## src/rtl/logic16_pkg.sv

```systemverilog
// Shared definitions for the 16-bit logic-unit arbiter: data width, opcodes
// and FSM state encoding.
package logic16_pkg;

  localparam int DATA_W = 16;

  localparam logic [1:0] OP_AND  = 2'b00;
  localparam logic [1:0] OP_OR   = 2'b01;
  localparam logic [1:0] OP_XOR  = 2'b10;
  localparam logic [1:0] OP_NAND = 2'b11;

  typedef enum logic [1:0] {
    S_IDLE = 2'b00,
    S_EXEC = 2'b01,
    S_RESP = 2'b10
  } state_t;

endpackage

```

## src/rtl/And16.sv

```systemverilog
// 16-bit bitwise AND gate used as the AND path of the shared logic unit.
module And16 (
  input  logic [15:0] a,
  input  logic [15:0] b,
  output logic [15:0] y
);

  assign y = a & b;

endmodule

```

## src/rtl/logic16_arbiter_rr_pick.sv

```systemverilog
// Combinational round-robin picker: first set request at or after ptr,
// wrapping modulo N_REQ, found by searching a doubled copy of the request vector.
module rr_pick #(
  parameter int N_REQ = 4
) (
  input  logic [N_REQ-1:0]         req,
  input  logic [$clog2(N_REQ)-1:0] ptr,
  output logic [N_REQ-1:0]         gnt,
  output logic [$clog2(N_REQ)-1:0] idx,
  output logic                     any
);

  localparam int ID_W = $clog2(N_REQ);

  logic [2*N_REQ-1:0] dbl;
  logic               found;

  assign dbl = {req, req};

  // Window [ptr, ptr+N_REQ) of the doubled vector covers every index exactly once.
  always_comb begin
    found = 1'b0;
    idx   = '0;
    for (int j = 0; j < 2*N_REQ; j++) begin
      if (!found && dbl[j] && (j >= int'(ptr)) && (j < int'(ptr) + N_REQ)) begin
        found = 1'b1;
        idx   = (j >= N_REQ) ? ID_W'(j - N_REQ) : ID_W'(j);
      end
    end
  end

  always_comb begin
    gnt = '0;
    for (int i = 0; i < N_REQ; i++) begin
      gnt[i] = found && (idx == ID_W'(i));
    end
  end

  assign any = found;

endmodule

```

## src/rtl/logic16_arbiter.sv

```systemverilog
// Round-robin arbiter sharing one 16-bit AND/OR/XOR/NAND unit among N_REQ
// requesters, one operation in flight, valid/ready response port.
module logic16_arbiter
  import logic16_pkg::*;
#(
  parameter int N_REQ  = 4,
  parameter int OP_LAT = 1
) (
  input  logic                     clk,
  input  logic                     rst,
  input  logic [N_REQ-1:0]         req_valid,
  input  logic [2*N_REQ-1:0]       req_op,
  input  logic [DATA_W*N_REQ-1:0]  req_a,
  input  logic [DATA_W*N_REQ-1:0]  req_b,
  output logic [N_REQ-1:0]         gnt,
  output logic                     rsp_valid,
  input  logic                     rsp_ready,
  output logic [DATA_W-1:0]        rsp_data,
  output logic [$clog2(N_REQ)-1:0] rsp_id,
  output logic                     busy
);

  localparam int ID_W  = $clog2(N_REQ);
  localparam int CNT_W = (OP_LAT > 1) ? $clog2(OP_LAT) : 1;

  state_t state, state_d;

  logic [ID_W-1:0]   ptr;
  logic [CNT_W-1:0]  cnt;
  logic [1:0]        op_q;
  logic [DATA_W-1:0] a_q, b_q;
  logic [ID_W-1:0]   id_q;

  logic [N_REQ-1:0]  pick_gnt;
  logic [ID_W-1:0]   pick_idx;
  logic              pick_any;

  logic [1:0]        sel_op;
  logic [DATA_W-1:0] sel_a, sel_b;
  logic [DATA_W-1:0] and_y, result;

  rr_pick #(.N_REQ(N_REQ)) u_pick (
    .req (req_valid),
    .ptr (ptr),
    .gnt (pick_gnt),
    .idx (pick_idx),
    .any (pick_any)
  );

  // Grants only exist while idle; reset also forces them low.
  assign gnt  = (state == S_IDLE && !rst) ? pick_gnt : '0;
  assign busy = (state != S_IDLE);

  always_comb begin
    sel_op = OP_AND;
    sel_a  = '0;
    sel_b  = '0;
    for (int i = 0; i < N_REQ; i++) begin
      if (pick_gnt[i]) begin
        sel_op = req_op[2*i +: 2];
        sel_a  = req_a[DATA_W*i +: DATA_W];
        sel_b  = req_b[DATA_W*i +: DATA_W];
      end
    end
  end

  And16 u_and (
    .a (a_q),
    .b (b_q),
    .y (and_y)
  );

  always_comb begin
    result = and_y;
    case (op_q)
      OP_AND:  result = and_y;
      OP_OR:   result = a_q | b_q;
      OP_XOR:  result = a_q ^ b_q;
      default: result = ~(a_q & b_q);
    endcase
  end

  always_ff @(posedge clk or posedge rst) begin
    if (rst) state <= S_IDLE;
    else     state <= state_d;
  end

  always_comb begin
    state_d = state;
    case (state)
      S_IDLE:  if (pick_any) state_d = S_EXEC;
      S_EXEC:  if (cnt == '0) state_d = S_RESP;
      S_RESP:  if (rsp_ready) state_d = S_IDLE;
      default: state_d = S_IDLE;
    endcase
  end

  // Capture on the grant edge; the response registers stay frozen through RESP.
  always_ff @(posedge clk or posedge rst) begin
    if (rst) begin
      ptr       <= '0;
      cnt       <= '0;
      op_q      <= OP_AND;
      a_q       <= '0;
      b_q       <= '0;
      id_q      <= '0;
      rsp_valid <= 1'b0;
      rsp_data  <= '0;
      rsp_id    <= '0;
    end else begin
      case (state)
        S_IDLE: begin
          if (pick_any) begin
            op_q <= sel_op;
            a_q  <= sel_a;
            b_q  <= sel_b;
            id_q <= pick_idx;
            ptr  <= (pick_idx == ID_W'(N_REQ - 1)) ? '0 : pick_idx + 1'b1;
            cnt  <= CNT_W'(OP_LAT - 1);
          end
        end
        S_EXEC: begin
          if (cnt == '0) begin
            rsp_data  <= result;
            rsp_id    <= id_q;
            rsp_valid <= 1'b1;
          end else begin
            cnt <= cnt - 1'b1;
          end
        end
        S_RESP: begin
          if (rsp_ready) rsp_valid <= 1'b0;
        end
        default: rsp_valid <= 1'b0;
      endcase
    end
  end

endmodule

```

## config.mk

```make
export PLATFORM = sky130hd
export DESIGN_NAME = logic16_arbiter
export DESIGN_NICKNAME = d
export VERILOG_FILES = /design/src/rtl/logic16_pkg.sv /design/src/rtl/And16.sv /design/src/rtl/logic16_arbiter_rr_pick.sv /design/src/rtl/logic16_arbiter.sv
export SDC_FILE = /design/constraint.sdc
export NUM_CORES = 1
export LEC_CHECK = 0
export BUFFER_PORTS_ARGS = -buffer_cell sky130_fd_sc_hd__buf_2
export CAP_MARGIN = 20
export CORE_ASPECT_RATIO = 2
export CORE_UTILIZATION = 50
export DETAILED_ROUTE_END_ITERATION = 6
export MAX_ROUTING_LAYER = met4
export PLACE_DENSITY_LB_ADDON = 0.05
export RECOVER_POWER = 25
export SLEW_MARGIN = 20
export SYNTH_ARGS = -nofsm -noshare
export SYNTH_HDL_FRONTEND = slang
export SYNTH_SLANG_ARGS = --single-unit
```

## constraint.sdc

```tcl
create_clock -name clk -period 3.5 [get_ports clk]
set_input_delay 0.7 -clock clk [delete_from_list [all_inputs] [get_ports clk]]
set_output_delay 0.7 -clock clk [all_outputs]
set_load 0.05 [all_outputs]
```

== After elaboration in Yosys (flattened, before gate mapping) ==
Index checks and enable logic that the tools add are counted.

* Add/sub/neg operators: 3
* Order comparisons: 11
* Equality and inequality tests: 10
* Muxes and demuxes: 40
* Bitwise logic cells: 6
* Reductions and logical operators: 41

{| class="wikitable"
|+ Operator list
! kind !! count
|-
| $lt 4x32->1 const A || 4
|-
| $mux 16 || 8
|-
| $lt 3x32->1 const A || 2
|-
| $pmux 16 s3 || 1
|-
| $lt 1x32->1 const A || 1
|-
| $lt 2x32->1 const A || 1
|-
| $mux 2 || 14
|-
| $logic_and 1x1->1 || 23
|-
| $and 16x16->16 || 1
|-
| $not 16->16 || 1
|-
| $or 16x16->16 || 1
|-
| $xor 16x16->16 || 1
|-
| $mux 1 || 13
|-
| $eq 2x2->1 const B || 4
|-
| $logic_not 1->1 || 8
|-
| $eq 2x1->1 const B || 3
|-
| $logic_not 2->1 || 3
|-
| $pmux 2 s3 || 1
|-
| $reduce_and 2->1 || 3
|-
| $reduce_and 3->1 || 2
|-
| $add 2x3->4 const B || 1
|-
| $ge 1x2->1 const A || 2
|-
| $mux 4 || 1
|-
| $ne 2x2->1 const B || 2
|-
| 8 further kinds || 10
|}

* Flip-flop bits (word level): 60
* Bits of input ports: 143
* Word-level logic and storage cells: 121

== Longest topological paths before layout ==
* Depth after elaboration: 40
* Depth in mapped cells: 12

== Cells and area by module ==
A second synthesis with hierarchy kept.

* Cells, all modules: 555
* Area total of the unflattened synthesis: 4728.3 um2

{| class="wikitable"
|+ By module, submodules not included
! module !! instances !! cells an instance !! area an instance (um2) !! sequential area each (um2)
|-
| logic16_arbiter || 1 || 506 || 4405.5 || 1476.4
|-
| rr_pick || 1 || 33 || 222.7 || 0.0
|-
| And16 || 1 || 16 || 100.1 || 0.0
|}

== Worst setup path after synthesis ==
No wires, ideal clock.

* Path type: input-to-output
* Start: in rst
* End: out gnt[1]
* Data arrival time: 2900 ps
* Required time: 2800 ps
* Path slack: -100 ps
* Cell stages on the path: 3
* Cell sequence: inv_1 -> nand2_1 -> nor2_1

* Cells in the longest elaborated chain, start to end: 3

{| class="wikitable"
|+ RTL lines
! element !! RTL line !! source
|-
| from (decl) || logic16_arbiter.sv:10 || <nowiki>input logic rst,</nowiki>
|-
| $logic_not 1->1 (no line) || - ||
|-
| $logic_and 1x1->1 || logic16_arbiter.sv:51 || <nowiki>assign gnt = (state == S_IDLE && !rst) ? pick_gnt : '0;</nowiki>
|-
| $mux 4 || logic16_arbiter.sv:51 ||
|-
| to (decl) || logic16_arbiter.sv:15 || <nowiki>output logic [N_REQ-1:0] gnt,</nowiki>
|}

Every way passes these cells.

== Worst setup path in the final report ==
* Start: in req_valid[0]
* End: out gnt[0]

* Cells in the longest elaborated chain, start to end: 36

{| class="wikitable"
|+ RTL lines
! element !! RTL line !! source
|-
| from (decl) || logic16_arbiter.sv:11 || <nowiki>input logic [N_REQ-1:0] req_valid,</nowiki>
|-
| $logic_and 1x1->1 (2 in series) || logic16_arbiter_rr_pick.sv:25 || <nowiki>if (!found && dbl[j] && (j >= int'(ptr)) && (j < int'(ptr) + N_REQ)) begin</nowiki>
|-
| $mux 1 || logic16_arbiter_rr_pick.sv:25 ||
|-
| $logic_not 1->1 || logic16_arbiter_rr_pick.sv:25 ||
|-
| $logic_and 1x1->1 (3 in series) || logic16_arbiter_rr_pick.sv:25 ||
|-
| $mux 1 || logic16_arbiter_rr_pick.sv:25 ||
|-
| $logic_not 1->1 || logic16_arbiter_rr_pick.sv:25 ||
|-
| $logic_and 1x1->1 (3 in series) || logic16_arbiter_rr_pick.sv:25 ||
|-
| $mux 1 || logic16_arbiter_rr_pick.sv:25 ||
|-
| [13 not listed] || - ||
|-
| $logic_and 1x1->1 (2 in series) || logic16_arbiter_rr_pick.sv:25 ||
|-
| $mux 1 || logic16_arbiter_rr_pick.sv:25 ||
|-
| $logic_not 1->1 || logic16_arbiter_rr_pick.sv:25 ||
|-
| $logic_and 1x1->1 (2 in series) || logic16_arbiter_rr_pick.sv:25 ||
|-
| $mux 2 || logic16_arbiter_rr_pick.sv:25 ||
|-
| $logic_not 2->1 || logic16_arbiter_rr_pick.sv:35 || <nowiki>gnt[i] = found && (idx == ID_W'(i));</nowiki>
|-
| $logic_and 1x1->1 (*) || logic16_arbiter_rr_pick.sv:35 ||
|-
| $mux 4 (*) || logic16_arbiter.sv:51 ||
|}

Mark *: on every way between the ends. The rest lies on a longest branch, timed or not.

==> run_results.csv <==
group,metric,value,unit
final_layout,postLayoutCoreUtil,0.645,
placed_design,placed_cells,775,
clocking,htreeDepth,3,
final_layout,layout.nets,863,
yosys,synthesis.nets,724,
grt,grt_pass1_wl,20000,um
setup_path,regToRegEndpoint,"a_q[7]$_DFFE_PP0P_",
flow_run,maxCapViolations,0,
timing,timing.setup.tns,0,ns
timing,drv_slew,0,
setup_path,cp.arrival,2.54,ns
detailed_routing,drt_first_pass_iters,7,
timing,max_freq,0.309,GHz
die,rows,48,
pwr,p_seq_frac,0.279,
clocking,post_cts_buffers,0,
clocking,cts_inserted_buffers,9,
yosys,yosysSeqAreaShare,0.332,
timing,hold_violations,0,
timing,rsz0062_at_grt,"false",
detailed_routing,drt-total-wl,12800,um
worst_hold_path,hp-start,"rsp_data[8]$_DFFE_PP0P_",
setup_path,worst_ep_required_time,2.80,ns
yosys,synthDistinctLibCells,32,
pwr,clkPwrFrac,0.181,
run_status,status,"finished, final reports clean",
worst_hold_path,min_path_cells,2,
grt,grt_pass1_vias,4320,
worst_hold_path,min_path_type,"flop to flop",
grt,grt_overflow,0,
grt,grt_max_degree,60,
pwr,power.leakage,0.00279,uW
die,core,0.00865,mm2
setup_path,cp-start-kind,"input port",
clocking,holdBufCountCts,0,
yosys,syn-instance-count,547,
detailed_routing,wl_per_cell,16.2,um
setup_path,r2r_cells,9,
yosys,ys_seq_elements,59,
detailed_routing,vias_per_cell,5.76,
clocking,path_clk_slew,0.05,ns
placed_design,place_congestion,0.970,
setup_path,path_cells,"buf_2 > nor2b_1 > a211o_1 > a21oi_1 > inv_1 > ha_1 > and2_4 > and3_1 > buf_2",
setup_path,r2r_slack,0.85,ns
clocking,cts_tree,"yes",
clocking,clock-sinks,59,
placed_design,port_buffers,166,
pwr,p_comb_frac,0.540,
clocking,cts_max_path_buffers,2,
final_layout,final_cell_mix,"buf_2, nand2_1, dfrtp_1, inv_1, nor2_1",
timing,clock-skew-final,0.00602,ns
setup_path,cp_common_cell,"buf_2",
pwr,power.switching,2450,uW
yosys,postSynthAreaPerCell,8.14,um2
setup_path,crit_family,"simple AND/OR/NAND/NOR gates",
die,die_height,135,um
worst_hold_path,hold_end,"rsp_data[8]$_DFFE_PP0P_",
die,dieWidth,68.7,um
detailed_routing,antenna_left,0,
final_layout,mostFrequentLayoutCell,"buf_2",
setup_path,timing.rr.start,"ptr[0]$_DFFE_PP0P_",
die,dieArea,0.00931,mm2
clocking,cts-root-buf,"clkbuf_16",
grt,antenna_found_initial,0,
setup_path,cp_max_fo,35,
yosys,ys_warn_count,0,
setup_path,crit_slowest_cell,"a211o_1",
timing,min_period,3.24,ns
final_layout,drive_above_1_share,0.315,
pwr,powerDensity,913,mW/mm2
setup_path,cp.buffers_inverters,3,
timing,maxSlewHeadroom,0.0216,
timing,tightestPinTransition,1.47,ns
die,ioPinCount,167,
detailed_routing,num_vias,4553,
placed_design,dpl.hpwl,9580,um
setup_path,cpPeakStageDelay,0.30,ns
timing,setup_viol,0,
setup_path,critPathCaptureType,"primary output",
setup_path,crit_type,"input port to primary output",
pwr,p_int,2640,uW
die,initial_core_util,0.515,
final_layout,antennaDiodeCount,0,
clocking,post_cts_resized,0,
yosys,syn_area,0.00445,mm2
timing,finalCritPeriodShare,0.926,
detailed_routing,drtIter0Drc,226,
pwr,ir_worst_vdd,0.674,mV
grt,track_usage,0.300,
final_layout,fin_cells,791,
final_layout,area_growth,25.2,%
clocking,clock_latency,0.33,ns
pwr,p_sw_frac,0.481,
detailed_routing,drc,0,
-- synth_stat cells --
cell	instances	share of area
mux2i_1	13	0.029
inv_1	53	0.045
nand3_1	34	0.038
o22ai_1	1	0.0014
o211ai_1	1	0.0017
a211oi_1	19	0.032
nor2_1	46	0.039
o21ai_0	25	0.028
o311ai_0	12	0.024
nand2_1	84	0.071
buf_2	10	0.011
a32oi_1	12	0.024
mux2_2	2	0.0051
buf_6	3	0.0076
nor2b_1	1	0.0014
and2_4	1	0.0020
o221ai_1	2	0.0039
a211o_1	1	0.0020
and3_1	17	0.024
buf_1	3	0.0025
o21a_1	2	0.0034
nand2b_1	14	0.020
or4_4	1	0.0025
o211a_1	1	0.0022
a21oi_1	20	0.022
dfrtp_1	59	0.33
o311ai_1	22	0.043
and2_1	1	0.0014
and3_4	6	0.015
clkbuf_1	31	0.026
ha_1	34	0.096
a211oi_2	16	0.045
-- cell families after synthesis --
logic type,count (synthesis),share of synthesized area
buffers and inverters,100,0.0922
multiplexers,15,0.0343
AND/OR/NAND/NOR,205,0.214
AO/OA/AOI/OAI,134,0.233
flip-flops,59,0.332
adder cells (fa/ha/maj),34,0.0955
-- cell type report --
cell class | instances | area [um2]
clock buffer | 10 | 229
inverter | 53 | 200
sequential | 59 | 1480
fill | 791 | 3070
tap | 100 | 125
clock inverter | 6 | 80.1
multi-input combinational | 388 | 2570
timing repair buffer | 175 | 896
-- state kept, by name, indices dropped and copies added, names as in the netlist --
name       cells
rsp_valid      1
state          2
ptr            2
b_q           16
op_q           2
id_q           2
rsp_data      16
a_q           16
rsp_id         2
-- worst min-delay path, cell delays in order, from the launching register on --
cell and delay (ns):
dfrtp_1 0.33, nand2_1 0.04, o21ai_0 0.06
-- layer usage --
metal / wire, um / part of all wire / vias to the layer above / GRT usage
li1: - / - / 2199 / -
met3: 751 / 0.059 / 40 / 0.0446
met1: 4830 / 0.38 / 2111 / 0.335
met5: 0 / 0 / - / -
met2: 6750 / 0.53 / 203 / 0.508
met4: 467 / 0.036 / 0 / 0.139
-- power groups by stage --
| stage | logic, uW | clock network (uW) | registers (uW) |
|---|---|---|---|
| 6_report | 2750 | 919 | 1420 |
| 3_5_place_dp | 2750 | 0 | 1440 |
| 4_1_cts | 2760 | 933 | 1430 |
| 5_1_grt | 3080 | 958 | 1490 |
| 3_3_place_gp | 2640 | 0 | 1410 |
| 2_1_floorplan | 1960 | 0 | 1550 |
-- metrics by stage --
step           worst slack (ns)  power, uW  area [um2]  hold WS, ns
2_1_floorplan             0.332       3500        4460        0.442
3_3_place_gp              0.393       4050        5270        0.456
3_5_place_dp              0.305       4180        5270        0.465
4_1_cts                   0.299       5110        5580        0.476
5_1_grt                   0.133       5530        5570        0.499
6_report                  0.259       5090        5570        0.466
-- how the worst max path moves through the flow --
stage                             from  endpoint  depth (start not counted)
after floorplan           req_valid[0]    gnt[0]                         10
after global placement    req_valid[0]    gnt[0]                          9
after detailed placement  req_valid[0]    gnt[0]                          9
after CTS                 req_valid[0]    gnt[0]                          9
after global routing      req_valid[0]    gnt[0]                          9
final                     req_valid[0]    gnt[0]                          9
(Power assumes the default switching activity.)
